--- config.mk ---
export PLATFORM = sky130hd
export DESIGN_NAME = uart_rx
export DESIGN_NICKNAME = d
export VERILOG_FILES = /design/src/rtl/uart_rx.sv
export SDC_FILE = /design/constraint.sdc
export NUM_CORES = 1
export LEC_CHECK = 0
export BUFFER_PORTS_ARGS = -buffer_cell sky130_fd_sc_hd__buf_2
export CORE_UTILIZATION = 53
export DETAILED_ROUTE_END_ITERATION = 10
export PLACE_DENSITY = 0.73
export SYNTH_ARGS = -nofsm -noshare
export SYNTH_HDL_FRONTEND = slang
export SYNTH_SLANG_ARGS = --single-unit
--- constraint.sdc ---
create_clock -name clk -period 1.8 [get_ports clk]
set_clock_uncertainty 0.05 [all_clocks]
set_input_delay 0.09 -clock clk [delete_from_list [all_inputs] [get_ports clk]]
set_output_delay 0.09 -clock clk [all_outputs]
set_load 0.02 [all_outputs]
--- src/rtl/uart_rx.sv ---
// 8N1 UART receiver with 16x oversampling; mid-bit sampling off a divided tick.
// Emits one-cycle rx_valid / frame_err pulses after the mid-stop sample.
//
// state    | meaning
// ---------+---------------------------------------------------------
// ST_IDLE  | line idle, waiting for a 1->0 edge on the synchronized line
// ST_START | timing to mid start bit to confirm it is still low
// ST_DATA  | sampling 8 data bits at their centres, LSB first
// ST_STOP  | sampling the stop bit at its centre
module uart_rx #(
    parameter logic [15:0] CLKDIV = 16'd27
) (
    input  logic       clk,
    input  logic       n_rst,
    input  logic       rxd,
    output logic [7:0] rx_data,
    output logic       rx_valid,
    output logic       frame_err,
    output logic       rx_busy
);

    typedef enum logic [1:0] {
        ST_IDLE  = 2'd0,
        ST_START = 2'd1,
        ST_DATA  = 2'd2,
        ST_STOP  = 2'd3
    } state_t;

    state_t      r_state;
    state_t      w_state_nxt;

    logic        r_sync1;
    logic        r_sync2;
    logic        r_rxd_prev;
    logic [15:0] r_div_cnt;
    logic [3:0]  r_s_cnt;
    logic [2:0]  r_bit_cnt;
    logic [7:0]  r_shift;
    logic [7:0]  r_rx_data;
    logic        r_rx_valid;
    logic        r_frame_err;

    logic        w_rxd_s;
    logic        w_start_edge;
    logic        w_tick;
    logic        w_cnt_clr;
    logic        w_s_clr;
    logic        w_shift;
    logic        w_load;
    logic        w_ferr;

    assign w_rxd_s      = r_sync2;
    assign w_start_edge = r_rxd_prev & ~w_rxd_s;
    assign w_tick       = (r_div_cnt == CLKDIV - 16'd1);

    // Synchronizer and edge history idle high so reset release never looks like a start.
    always_ff @(posedge clk or negedge n_rst) begin
        if (!n_rst) begin
            r_sync1    <= 1'b1;
            r_sync2    <= 1'b1;
            r_rxd_prev <= 1'b1;
        end else begin
            r_sync1    <= rxd;
            r_sync2    <= r_sync1;
            r_rxd_prev <= r_sync2;
        end
    end

    always_ff @(posedge clk or negedge n_rst) begin
        if (!n_rst) begin
            r_state <= ST_IDLE;
        end else begin
            r_state <= w_state_nxt;
        end
    end

    always_comb begin
        w_state_nxt = r_state;
        w_cnt_clr   = 1'b0;
        w_s_clr     = 1'b0;
        w_shift     = 1'b0;
        w_load      = 1'b0;
        w_ferr      = 1'b0;
        case (r_state)
            ST_IDLE: begin
                if (w_start_edge) begin
                    w_cnt_clr   = 1'b1;
                    w_state_nxt = ST_START;
                end
            end
            ST_START: begin
                if (w_tick && (r_s_cnt == 4'd7)) begin
                    if (!w_rxd_s) begin
                        w_s_clr     = 1'b1;
                        w_state_nxt = ST_DATA;
                    end else begin
                        w_state_nxt = ST_IDLE;
                    end
                end
            end
            ST_DATA: begin
                if (w_tick && (r_s_cnt == 4'd15)) begin
                    w_shift = 1'b1;
                    if (r_bit_cnt == 3'd7) begin
                        w_state_nxt = ST_STOP;
                    end
                end
            end
            ST_STOP: begin
                if (w_tick && (r_s_cnt == 4'd15)) begin
                    w_load      = w_rxd_s;
                    w_ferr      = ~w_rxd_s;
                    w_state_nxt = ST_IDLE;
                end
            end
            default: begin
                w_state_nxt = ST_IDLE;
            end
        endcase
    end

    // Divider and sample counter free-run; only the start edge realigns them.
    always_ff @(posedge clk or negedge n_rst) begin
        if (!n_rst) begin
            r_div_cnt <= 16'd0;
            r_s_cnt   <= 4'd0;
            r_bit_cnt <= 3'd0;
            r_shift   <= 8'h00;
        end else if (w_cnt_clr) begin
            r_div_cnt <= 16'd0;
            r_s_cnt   <= 4'd0;
            r_bit_cnt <= 3'd0;
        end else begin
            r_div_cnt <= w_tick ? 16'd0 : r_div_cnt + 16'd1;
            if (w_s_clr) begin
                r_s_cnt <= 4'd0;
            end else if (w_tick) begin
                r_s_cnt <= r_s_cnt + 4'd1;
            end
            if (w_shift) begin
                r_shift   <= {w_rxd_s, r_shift[7:1]};
                r_bit_cnt <= r_bit_cnt + 3'd1;
            end
        end
    end

    always_ff @(posedge clk or negedge n_rst) begin
        if (!n_rst) begin
            r_rx_data   <= 8'h00;
            r_rx_valid  <= 1'b0;
            r_frame_err <= 1'b0;
        end else begin
            r_rx_valid  <= w_load;
            r_frame_err <= w_ferr;
            if (w_load) begin
                r_rx_data <= r_shift;
            end
        end
    end

    assign rx_data   = r_rx_data;
    assign rx_valid  = r_rx_valid;
    assign frame_err = r_frame_err;
    assign rx_busy   = (r_state != ST_IDLE);

endmodule

==> flow_metrics.env, run 1 <==
export IMPL_design_core_area_um2=3720
export IMPL_clock_sink_count=46
export IMPL_first_global_vias=1505
export IMPL_violations="setup timing"
export IMPL_hold_path_class="flop to flop"
export IMPL_ys_warn_count=0
export IMPL_drv_max_cap_violation_count=0
export IMPL_detailed_place_hpwl_um=2800
export IMPL_floorplan_die_height_um=64.9
export IMPL_global_route_wire_length_before_repair_um=6930
export IMPL_async_reset_ff_share_pct=100
export IMPL_total_design_power_mw=2.39
export IMPL_placement_io_buffers=13
export IMPL_drive_gt1_share_pct=36.3
export IMPL_clkTransAtPathRegs_ns=0.08
export IMPL_htreeDepth=2
export IMPL_cts_root_buf="sky130_fd_sc_hd__clkbuf_8"
export IMPL_grt_start_max_net_pins=47
export IMPL_max_slew_margin_pct=63.2
export IMPL_rows=22
export IMPL_critPathLaunchType="flop"
export IMPL_numPlacedInstances=260
export IMPL_final_setup_worst_slack_ns=-0.0509
export IMPL_reg2reg_slack_ns=-0.05
export IMPL_finalWeightedCongestion=0.839
export IMPL_area_growth_from_synthesis_to_layout_pct=23.4
export IMPL_insertion_delay_ns=0.29
export IMPL_floorplan_initialDensity_pct=56.4
export IMPL_report_final_slew_viol_count=0
export IMPL_required_ns=1.97
export IMPL_finalWirelength_um=4020
export IMPL_clock_path_buffers=2
export IMPL_synth_ff_latch_count=46
export IMPL_yosysUniqueCellTypes=36
export IMPL_finalCriticalPeriod_ns=1.85
export IMPL_avgRoutedWirePerCell_um=14.7
export IMPL_tritoncts_clock_tree="built"
export IMPL_synth_top_flop_cell="sky130_fd_sc_hd__dfrtp_1"
export IMPL_grt_overflow=0
export IMPL_die_width_um=64.9
export IMPL_tightest_slew_ns=0.552
export IMPL_drc_errors=0
export IMPL_detailedRoute_firstIterationViolations=108
export IMPL_detail_route_first_pass_iterations=4
export IMPL_cp_arrival_ns=2.02
export IMPL_number_of_antenna_violations_at_the_first_check_in_global_routing=0
export IMPL_fmax_mhz=540
export IMPL_setup_viol_count_final=9
export IMPL_fin_nets=233
export IMPL_timing_critical_path_to_type="flop"
export IMPL_yosysSeqAreaShare_pct=55.1
export IMPL_setup_tns_final_ns=-0.176
export IMPL_synth_area_um2=2100
export IMPL_postSynthAreaPerCell_um2=11.6
export IMPL_tritoncts_num_buffers=5
export IMPL_ir_worst_vdd_mv=0.782
export IMPL_final_antenna_net_count=0
export IMPL_leakagePower_nw=1.27
export IMPL_io_pins=14
export IMPL_antenna_diode_count=0
export IMPL_power_per_cell_area_nw_per_um2=924
export IMPL_synth_enable_flop_cells=0
export IMPL_final_min_period_over_clock_period_pct=103
export IMPL_post_synth_inst_count=181
export IMPL_fp_dieArea_um2=4210
export IMPL_drt_vias_per_instance=5.36
export IMPL_status="finished with violations"
export IMPL_fillers=277
export IMPL_criticalPathCategory="flop to flop"
export IMPL_track_usage_pct=22.1
export IMPL_final_instance_count_excl_fill=274
export IMPL_dr_total_vias=1470
export IMPL_grt_setup_unrepaired="true"
export IMPL_largest_driver_fanout_on_the_critical_path=6
export IMPL_final_hold_violation_count=0
export IMPL_postSynthNetCount=189
==> critical path, cell delays in order (launching register included) <==
cell                      delay [ns]
sky130_fd_sc_hd__dfrtp_1        0.40
sky130_fd_sc_hd__inv_2          0.06
sky130_fd_sc_hd__ha_2           0.14
sky130_fd_sc_hd__and4b_1        0.23
sky130_fd_sc_hd__nand4_1        0.21
sky130_fd_sc_hd__buf_4          0.22
sky130_fd_sc_hd__or3_4          0.36
sky130_fd_sc_hd__a21oi_2        0.12
==> per-stage QoR <==
| step | util (%) | hold WS (ns) | setup WS (ns) | cell area (µm²) |
|---|---|---|---|---|
| 2_1_floorplan | - | -0.256 | 0.0271 | 2100 |
| 3_3_place_gp | 64.1 | 0.143 | 0.00298 | 2380 |
| 3_5_place_dp | 64.1 | 0.149 | -0.0584 | 2380 |
| 6_report | 69.7 | 0.309 | -0.0509 | 2590 |
| 4_1_cts | 68.2 | 0.311 | -0.0288 | 2540 |
| 5_1_grt | 69.7 | 0.313 | -0.143 | 2590 |
==> flip-flops by register name (all words and copies together), names as in the netlist, named ones only <==
| signal | cells |
|---|---|
| r_div_cnt | 16 |
| r_shift | 8 |
| rx_data | 8 |
| r_s_cnt | 4 |
| r_bit_cnt | 3 |
| frame_err | 1 |
| r_rxd_prev | 1 |
| r_state | 1 |
| r_sync1 | 1 |
| r_sync2 | 1 |
| rx_valid | 1 |
==> metal layers <==
| metal | track usage [%] | vias to the layer above | routed length, µm |
|---|---|---|---|
| met2 | 37.2 | 30 | 2130 |
| met3 | 4.75 | 13 | 145 |
| li1 | - | 722 | - |
| met5 | 0 | - | 0 |
| met4 | 9.44 | 0 | 97 |
| met1 | 27.1 | 705 | 1640 |
==> where the power goes <==
part / internal [mW] / switching [mW] / leakage, nW
registers: 1.14 / 0.104 / 0.611
logic: 0.263 / 0.269 / 0.614
clock network: 0.309 / 0.309 / 0.0482
total: 1.71 / 0.682 / 1.27
==> synth_stat cells (all sizes together) (4+ instances only) <==
library cell	number	share of area, %
xnor2	11	4.6
or3	4	1.2
nor3	8	1.9
nor4	5	2.1
o21ai	5	1.2
nor2	20	3.6
dfrtp	43	51
a21oi	6	1.4
nand2	13	2.3
inv	4	0.72
nand4	4	1.5
ha	5	3.0
mux2	16	9.8
nand3	9	2.4
==> kinds of logic (layout without fill, tap and decap cells) <==
kind of cell,after synthesis,in the layout,synth area share [%]
flops,46,46,55.1
simple gates,76,76,20.0
compound gates,14,14,3.94
fa+ha+maj,5,5,2.98
mux,17,17,10.3
buf+inv,10,55,2.27
xor+xnor,13,13,5.43
==> final timing paths <==
path                                        start                     end  cells past startpoint
min in group asynchronous                   n_rst  r_s_cnt[2]$_DFFE_PN0P_                      3
max in group asynchronous                   n_rst  r_div_cnt[7]$_DFF_PN0_                      3
max reg2reg                r_div_cnt[0]$_DFF_PN0_  r_s_cnt[0]$_DFFE_PN0P_                      7
min                             r_sync1$_DFF_PN1_       r_sync2$_DFF_PN1_                      0
max                        r_div_cnt[0]$_DFF_PN0_  r_s_cnt[0]$_DFFE_PN0P_                      7
min reg2reg                     r_sync1$_DFF_PN1_       r_sync2$_DFF_PN1_                      0
==> placed cells by master (no fill, tap or decap), types with 5 or more instances in the layout <==
cell type,n
sky130_fd_sc_hd__nor2_1,20
sky130_fd_sc_hd__buf_2,13
sky130_fd_sc_hd__nor3_1,7
sky130_fd_sc_hd__dfrtp_1,42
sky130_fd_sc_hd__clkbuf_8,6
sky130_fd_sc_hd__mux2_4,7
sky130_fd_sc_hd__xnor2_1,11
sky130_fd_sc_hd__buf_4,23
sky130_fd_sc_hd__nand3_1,8
sky130_fd_sc_hd__nand2_1,13
sky130_fd_sc_hd__mux2_2,9
sky130_fd_sc_hd__a21oi_1,5
==> cell type report <==
cell class	instances	area (µm²)	area share [%]
Clock buffer	7	86.3	3.33
Clock inverter	1	5.00	0.193
Inverter	4	15.0	0.580
Multi-Input combinational cell	125	943	36.4
Sequential cell	46	1160	44.7
Tap cell	48	60.1	2.32
Timing Repair Buffer	43	323	12.5
==> timing repair <==
| item | in CTS | in global routing |
|---|---|---|
| hold buffers | 2 | 0 |
| setup endpoints to repair | 19 | 25 |
| resized for setup | 5 | 12 |
| endpoints found under the hold margin | 44 | 0 |
| buffers inserted | 2 | 2 |
| pin swaps | 4 | 2 |
Note: power is estimated with default switching activity, not from simulation.
==> inputs of run 2 (changes only) <==
ABC_AREA = 1   (was not set)
CORE_UTILIZATION = 38   (was 53)
PLACE_DENSITY = 0.55   (was 0.73)
==> flow_metrics.env, run 2 <==
export IMPL_antenna_diode_count=0
export IMPL_drt_vias_per_instance=4.66
export IMPL_power_switching_fraction_pct=32.2
export IMPL_detail_route_first_pass_iterations=4
export IMPL_synth_top_family_by_area="simple AND/OR/NAND/NOR gates"
export IMPL_p_sw_uw=756
export IMPL_power_per_cell_area_nw_per_um2=922
export IMPL_post_placement_worst_setup_slack_ns=0.0509
export IMPL_grt_overflow=0
export IMPL_cts_root_buf="sky130_fd_sc_hd__clkbuf_8"
export IMPL_total_design_power_mw=2.35
export IMPL_tritoncts_num_buffers=5
export IMPL_design_core_area_um2=5540
export IMPL_finalWeightedCongestion=0.803
export IMPL_final_min_period_over_clock_period_pct=93.2
export IMPL_top_usage_layer="met2"
export IMPL_synth_xor_area_share_pct=2.40
export IMPL_reg2reg_slack_ns=0.12
export IMPL_max_flop_register="r_div_cnt"
export IMPL_final_hold_violation_count=0
export IMPL_criticalPathCategory="flop to flop"
export IMPL_post_synthesis_share_of_cell_area_spent_on_full_adders_half_adders_and_majority_gates_pct=2.86
export IMPL_clkTransAtPathRegs_ns=0.09
export IMPL_tritoncts_clock_tree="built"
export IMPL_area_growth_from_synthesis_to_layout_pct=16.2
export IMPL_timing_critical_path_to_type="flop"
export IMPL_share_comb_of_total_power_pct=18.8
export IMPL_post_synth_mux_area_share_pct=0
export IMPL_final_setup_worst_slack_ns=0.122
export IMPL_status="finished clean"
export IMPL_drive_gt1_share_pct=20.4
export IMPL_global_route_wire_length_before_repair_um=7180
export IMPL_number_of_antenna_violations_at_the_first_check_in_global_routing=0
export IMPL_synth_simple_area_share_pct=27.5
export IMPL_floorplan_initialDensity_pct=39.5
export IMPL_drv_max_cap_violation_count=0
export IMPL_leakagePower_nw=1.22
export IMPL_fillers=578
export IMPL_htreeDepth=2
export IMPL_numPlacedInstances=339
export IMPL_yosysUniqueCellTypes=31
export IMPL_avgRoutedWirePerCell_um=11.6
export IMPL_sequentialPowerShare_pct=54.9
export IMPL_async_reset_ff_share_pct=100
export IMPL_post_synth_inst_count=251
export IMPL_clock_path_buffers=2
export IMPL_postSynthAreaPerCell_um2=8.72
export IMPL_finalWirelength_um=4070
export IMPL_largest_reg_flops=16
export IMPL_groute_layer_met3_usage_pct=3.53
export IMPL_setup_tns_final_ns=0
export IMPL_detailedRoute_firstIterationViolations=102
export IMPL_setup_viol_count_final=0
export IMPL_postSynthNetCount=259
export IMPL_fmax_mhz=596
export IMPL_synth_enable_flop_cells=0
export IMPL_yosys_area_top_type_share_pct=49.1
export IMPL_final_instance_count_excl_fill=352
export IMPL_netlist_top_cells_area="sky130_fd_sc_hd__dfrtp_1 49%, sky130_fd_sc_hd__nand2_1 9.3%, sky130_fd_sc_hd__nor2_1 5.1%, sky130_fd_sc_hd__inv_1 4.8%, sky130_fd_sc_hd__dfstp_2 3.6%"
export IMPL_synth_ff_latch_count=46
export IMPL_finalCriticalPeriod_ns=1.68
export IMPL_insertion_delay_ns=0.30
export IMPL_internal_power_mw=1.59
export IMPL_ir_worst_vdd_mv=0.469
export IMPL_required_ns=1.95
export IMPL_synth_top_flop_cell="sky130_fd_sc_hd__dfrtp_1"
export IMPL_met1_track_demand_over_resource_in_global_routing_pct=20.6
export IMPL_mostFrequentLayoutCells="54 x sky130_fd_sc_hd__nand2_1, 43 x sky130_fd_sc_hd__dfrtp_1, 28 x sky130_fd_sc_hd__nor2_1, 25 x sky130_fd_sc_hd__inv_1, 14 x sky130_fd_sc_hd__o21ai_0"
export IMPL_floorplan_die_height_um=77.9
export IMPL_fin_nets=287
export IMPL_first_global_vias=1599
export IMPL_final_antenna_net_count=0
export IMPL_tightest_slew_ns=0.536
export IMPL_track_usage_pct=15.3
export IMPL_grt_start_max_net_pins=25
export IMPL_dr_total_vias=1639
export IMPL_report_final_slew_viol_count=0
export IMPL_mostFrequentLayoutCell="sky130_fd_sc_hd__nand2_1"
export IMPL_io_pins=14
export IMPL_drc_errors=0
export IMPL_detailed_place_hpwl_um=2970
export IMPL_max_slew_margin_pct=64.3
export IMPL_synth_area_um2=2190
export IMPL_cp_arrival_ns=1.83
export IMPL_clock_sink_count=46
export IMPL_grt_use_met2_pct=23.7
export IMPL_netlist_top_cells_count="54 x sky130_fd_sc_hd__nand2_1, 43 x sky130_fd_sc_hd__dfrtp_1, 30 x sky130_fd_sc_hd__nor2_1"
export IMPL_synth_compound_area_share_pct=8.46
export IMPL_hold_path_class="input port to asynchronous set/reset pin"
export IMPL_synth_area_leader_cell="sky130_fd_sc_hd__dfrtp_1"
export IMPL_rows=27
export IMPL_die_width_um=77.9
export IMPL_fp_dieArea_um2=6070
export IMPL_clockPowerShare_pct=26.3
export IMPL_finalCoreUtilization_pct=45.9
export IMPL_largest_driver_fanout_on_the_critical_path=5
export IMPL_ys_warn_count=0
export IMPL_placement_io_buffers=13
export IMPL_yosysSeqAreaShare_pct=52.7
export IMPL_critPathLaunchType="flop"
export IMPL_yosysMostFrequentCell="sky130_fd_sc_hd__nand2_1"
run 2: cell count changes after synthesis, sizes merged, moves of 4 or more:
cell,delta
nor2,+16
inv,+26
mux2,-16
xnor2,-9
nand3,+6
nand2,+44
o21ai,+18
a21oi,+5
nor4,-5
or3,-4
run 2: layout make-up:
class | count | area [µm²] | area share, %
clock inverters | 2 | 10.0 | 0.393
flip-flops and latches | 46 | 1150 | 45.4
multi-input cells | 172 | 931 | 36.6
repair buffers | 23 | 170 | 6.69
well taps | 72 | 90.1 | 3.54
inverters | 31 | 116 | 4.57
clock buffers | 6 | 72.6 | 2.85
run 2: cell families after synthesis:
group | after synthesis
AOI/OAI and AO/OA | 35
xor gates and xnor gates | 6
adders and majority gates | 5
buffers and inverters | 33
DFF | 46
and+or+nand+nor | 126
run 2: power groups by stage:
stage          combinational (mW)  sequential [mW]  clock (mW)
6_report                    0.442             1.29       0.616
5_1_grt                     0.532             1.31       0.673
4_1_cts                     0.430             1.29       0.638
3_5_place_dp                0.425             1.31           0
3_3_place_gp                0.417             1.30           0
2_1_floorplan               0.336             1.27           0
run 2: path summary, 6_finish.rpt:
| kind | start | depth (start not counted) | endpoint |
|---|---|---|---|
| setup / recovery | r_div_cnt[0]$_DFF_PN0_ | 10 | r_state[0]$_DFFE_PN0P_ |
| hold / removal | n_rst | 2 | rx_data[6]$_DFFE_PN0P_ |
| setup reg to reg | r_div_cnt[0]$_DFF_PN0_ | 10 | r_state[0]$_DFFE_PN0P_ |
| hold reg to reg | r_sync1$_DFF_PN1_ | 0 | r_sync2$_DFF_PN1_ |
| max in group asynchronous | n_rst | 3 | r_div_cnt[2]$_DFF_PN0_ |
| min in group clk | r_sync1$_DFF_PN1_ | 0 | r_sync2$_DFF_PN1_ |
run 2: repair_timing:
action,4_1_cts,5_1_grt
resized for setup,0,11
setup buffers,0,3
setup endpoints to repair,0,23
hold buffers,2,0
hold endpoints to repair,21,0
run 2: routing by layer:
layer  up-vias  wire length, µm
li1        865                -
met1       747             2150
met2        19             1730
met3         8              113
met4         0               72
met5         -                0
run 2: through the flow:
step           hold slack, ns  area (µm²)
2_1_floorplan          -0.256        2190
3_5_place_dp           0.0536        2390
6_report                0.240        2540
3_3_place_gp           0.0522        2390
5_1_grt                 0.303        2540
4_1_cts                 0.254        2490
run 2: worst max-delay path, stage by stage, from the launching register on:
cell and delay (ns):
sky130_fd_sc_hd__dfrtp_1 0.41, sky130_fd_sc_hd__inv_2 0.08, sky130_fd_sc_hd__ha_2 0.17, sky130_fd_sc_hd__nand2_2 0.05, sky130_fd_sc_hd__clkinv_1 0.06, sky130_fd_sc_hd__nand2_2 0.05
sky130_fd_sc_hd__nor2_4 0.15, sky130_fd_sc_hd__nand3_4 0.12, sky130_fd_sc_hd__o21bai_1 0.17, sky130_fd_sc_hd__nand3_1 0.11, sky130_fd_sc_hd__and2_1 0.16
==> inputs of run 3 (changes only) <==
PLACE_DENSITY = not set   (was 0.55)
==> flow_metrics.env, run 3 (synthesized netlist as in run 2, its figures left out) <==
export IMPL_startpoint="r_div_cnt[0]$_DFF_PN0_"
export IMPL_track_usage_pct=15.4
export IMPL_mostFrequentLayoutCell="sky130_fd_sc_hd__nand2_1"
export IMPL_floorplan_die_height_um=77.9
export IMPL_max_slew_margin_pct=67.0
export IMPL_criticalPathCategory="flop to flop"
export IMPL_placement_io_buffers=13
export IMPL_final_setup_worst_slack_ns=0.0934
export IMPL_htreeDepth=2
export IMPL_grt_start_max_net_pins=26
export IMPL_fp_dieArea_um2=6070
export IMPL_mostFrequentLayoutCells="53 x sky130_fd_sc_hd__nand2_1, 43 x sky130_fd_sc_hd__dfrtp_1, 28 x sky130_fd_sc_hd__nor2_1, 25 x sky130_fd_sc_hd__inv_1"
export IMPL_drive_gt1_share_pct=22.6
export IMPL_drv_max_cap_violation_count=0
export IMPL_insertion_delay_ns=0.30
export IMPL_power_per_cell_area_nw_per_um2=922
export IMPL_required_ns=1.94
export IMPL_final_antenna_net_count=0
export IMPL_tritoncts_clock_tree="built"
export IMPL_number_of_antenna_violations_at_the_first_check_in_global_routing=0
export IMPL_rows=27
export IMPL_grt_overflow=0
export IMPL_dr_total_vias=1697
export IMPL_clock_path_buffers=2
export IMPL_global_route_wire_length_before_repair_um=7330
export IMPL_area_growth_from_synthesis_to_layout_pct=18.7
export IMPL_detail_route_first_pass_iterations=4
export IMPL_io_pins=14
export IMPL_leakagePower_nw=1.25
export IMPL_reg2reg_slack_ns=0.09
export IMPL_detailedRoute_firstIterationViolations=76
export IMPL_report_final_slew_viol_count=0
export IMPL_total_design_power_mw=2.40
export IMPL_cts_root_buf="sky130_fd_sc_hd__clkbuf_8"
export IMPL_multiInputGateArea_um2=937
export IMPL_fillers=543
export IMPL_tritoncts_num_buffers=5
export IMPL_finalWirelength_um=4160
export IMPL_worstReg2RegStart="r_div_cnt[0]$_DFF_PN0_"
export IMPL_drc_errors=0
export IMPL_avgRoutedWirePerCell_um=11.7
export IMPL_clock_sink_count=46
export IMPL_largest_driver_fanout_on_the_critical_path=7
export IMPL_route_top_layer_used="met4"
export IMPL_setup_viol_count_final=0
export IMPL_clkTransAtPathRegs_ns=0.09
export IMPL_largest_reg_flops=16
export IMPL_drt_vias_per_instance=4.78
export IMPL_hold_worst_slack_ns=0.231
export IMPL_finalCriticalPeriod_ns=1.71
export IMPL_floorplan_initialDensity_pct=39.5
export IMPL_fmax_mhz=586
export IMPL_critPathLaunchType="flop"
export IMPL_first_global_vias=1651
export IMPL_detailed_place_hpwl_um=2890
export IMPL_die_width_um=77.9
export IMPL_antenna_diode_count=0
export IMPL_met2_length_um=1880
export IMPL_max_flop_register="r_div_cnt"
export IMPL_tightest_slew_ns=0.495
export IMPL_timing_critical_path_to_type="flop"
export IMPL_status="finished clean"
export IMPL_ff_latch_area_um2=1150
export IMPL_timing_rr_end="r_shift[2]$_DFFE_PN0P_"
export IMPL_grt_setup_unrepaired="true"
export IMPL_r2r_cell_count=10
export IMPL_ir_worst_vdd_mv=0.758
export IMPL_final_hold_violation_count=0
export IMPL_final_min_period_over_clock_period_pct=94.8
export IMPL_finalWeightedCongestion=0.813
export IMPL_fin_nets=290
export IMPL_hold_path_class="input port to asynchronous set/reset pin"
export IMPL_met3_wl_um=103
export IMPL_post_placement_worst_setup_slack_ns=0.0602
export IMPL_routedLengthMet1_um=2130
export IMPL_design_core_area_um2=5540
export IMPL_cp_arrival_ns=1.84
-- run 3: changes by cell type in the layout (fill, tap and decap cells not counted), sizes merged --
| cell | previous run | this run |
|---|---|---|
| clkinv | 3 | 2 |
| buf | 21 | 23 |
| clkinvlp | 0 | 1 |
| inv | 30 | 31 |
-- run 3: cell type report --
class / instances / area share (%)
Sequential cell: 46 / 44.4
Tap cell: 72 / 3.47
Timing Repair Buffer: 26 / 8.09
Clock buffer: 5 / 2.65
Multi-Input combinational cell: 172 / 36.1
Inverter: 31 / 4.48
Clock inverter: 3 / 0.818
-- run 3: critical path, stage by stage (launching register included) --
cell	delay [ns]
sky130_fd_sc_hd__dfrtp_1	0.41
sky130_fd_sc_hd__inv_2	0.09
sky130_fd_sc_hd__ha_4	0.13
sky130_fd_sc_hd__nand2_2	0.05
sky130_fd_sc_hd__inv_2	0.06
sky130_fd_sc_hd__nand2_2	0.05
sky130_fd_sc_hd__nor2_4	0.13
sky130_fd_sc_hd__nand3_4	0.11
sky130_fd_sc_hd__nor2_4	0.24
sky130_fd_sc_hd__clkbuf_16	0.19
sky130_fd_sc_hd__o21ai_0	0.07
-- run 3: worst max-delay path by stage --
stage	end	cells after the start	slack, ns
global placement	r_div_cnt[5]$_DFF_PN0_	11	0.09
detailed placement	r_div_cnt[5]$_DFF_PN0_	11	0.06
finish	r_shift[2]$_DFFE_PN0P_	10	0.09
floorplan	r_state[0]$_DFFE_PN0P_	10	0.19
global route	r_shift[2]$_DFFE_PN0P_	10	-0.03
CTS	r_div_cnt[5]$_DFF_PN0_	11	0.03
-- run 3: report_power, final --
part	switching (mW)	total (mW)	internal (mW)
registers	0.132	1.28	1.15
logic	0.287	0.487	0.200
clock network	0.356	0.629	0.273
total	0.775	2.40	1.62
-- run 3: layer usage --
metal	up-vias	track usage, %
met5	-	0
met4	0	5.56
met3	5	2.94
met2	23	24.2
met1	805	21.2
li1	864	-
-- run 3: what timing repair did --
action / 4_1_cts / 5_1_grt
endpoints found under the setup margin: 0 / 22
hold buffers: 2 / 0
gates resized for setup: 0 / 14
buffers inserted: 0 / 3
endpoints found under the hold margin: 22 / 0
-- run 3: through the flow --
| step | cells | setup TNS (ns) | area, µm² | util (%) |
|---|---|---|---|---|
| floorplan | 251 | 0 | 2190 | - |
| global placement | 341 | 0 | 2410 | 43.4 |
| detailed placement | 341 | 0 | 2410 | 43.4 |
| CTS | 351 | 0 | 2520 | 45.4 |
| global route | 355 | -0.169 | 2600 | 46.9 |
| finish | 355 | 0 | 2600 | 46.9 |
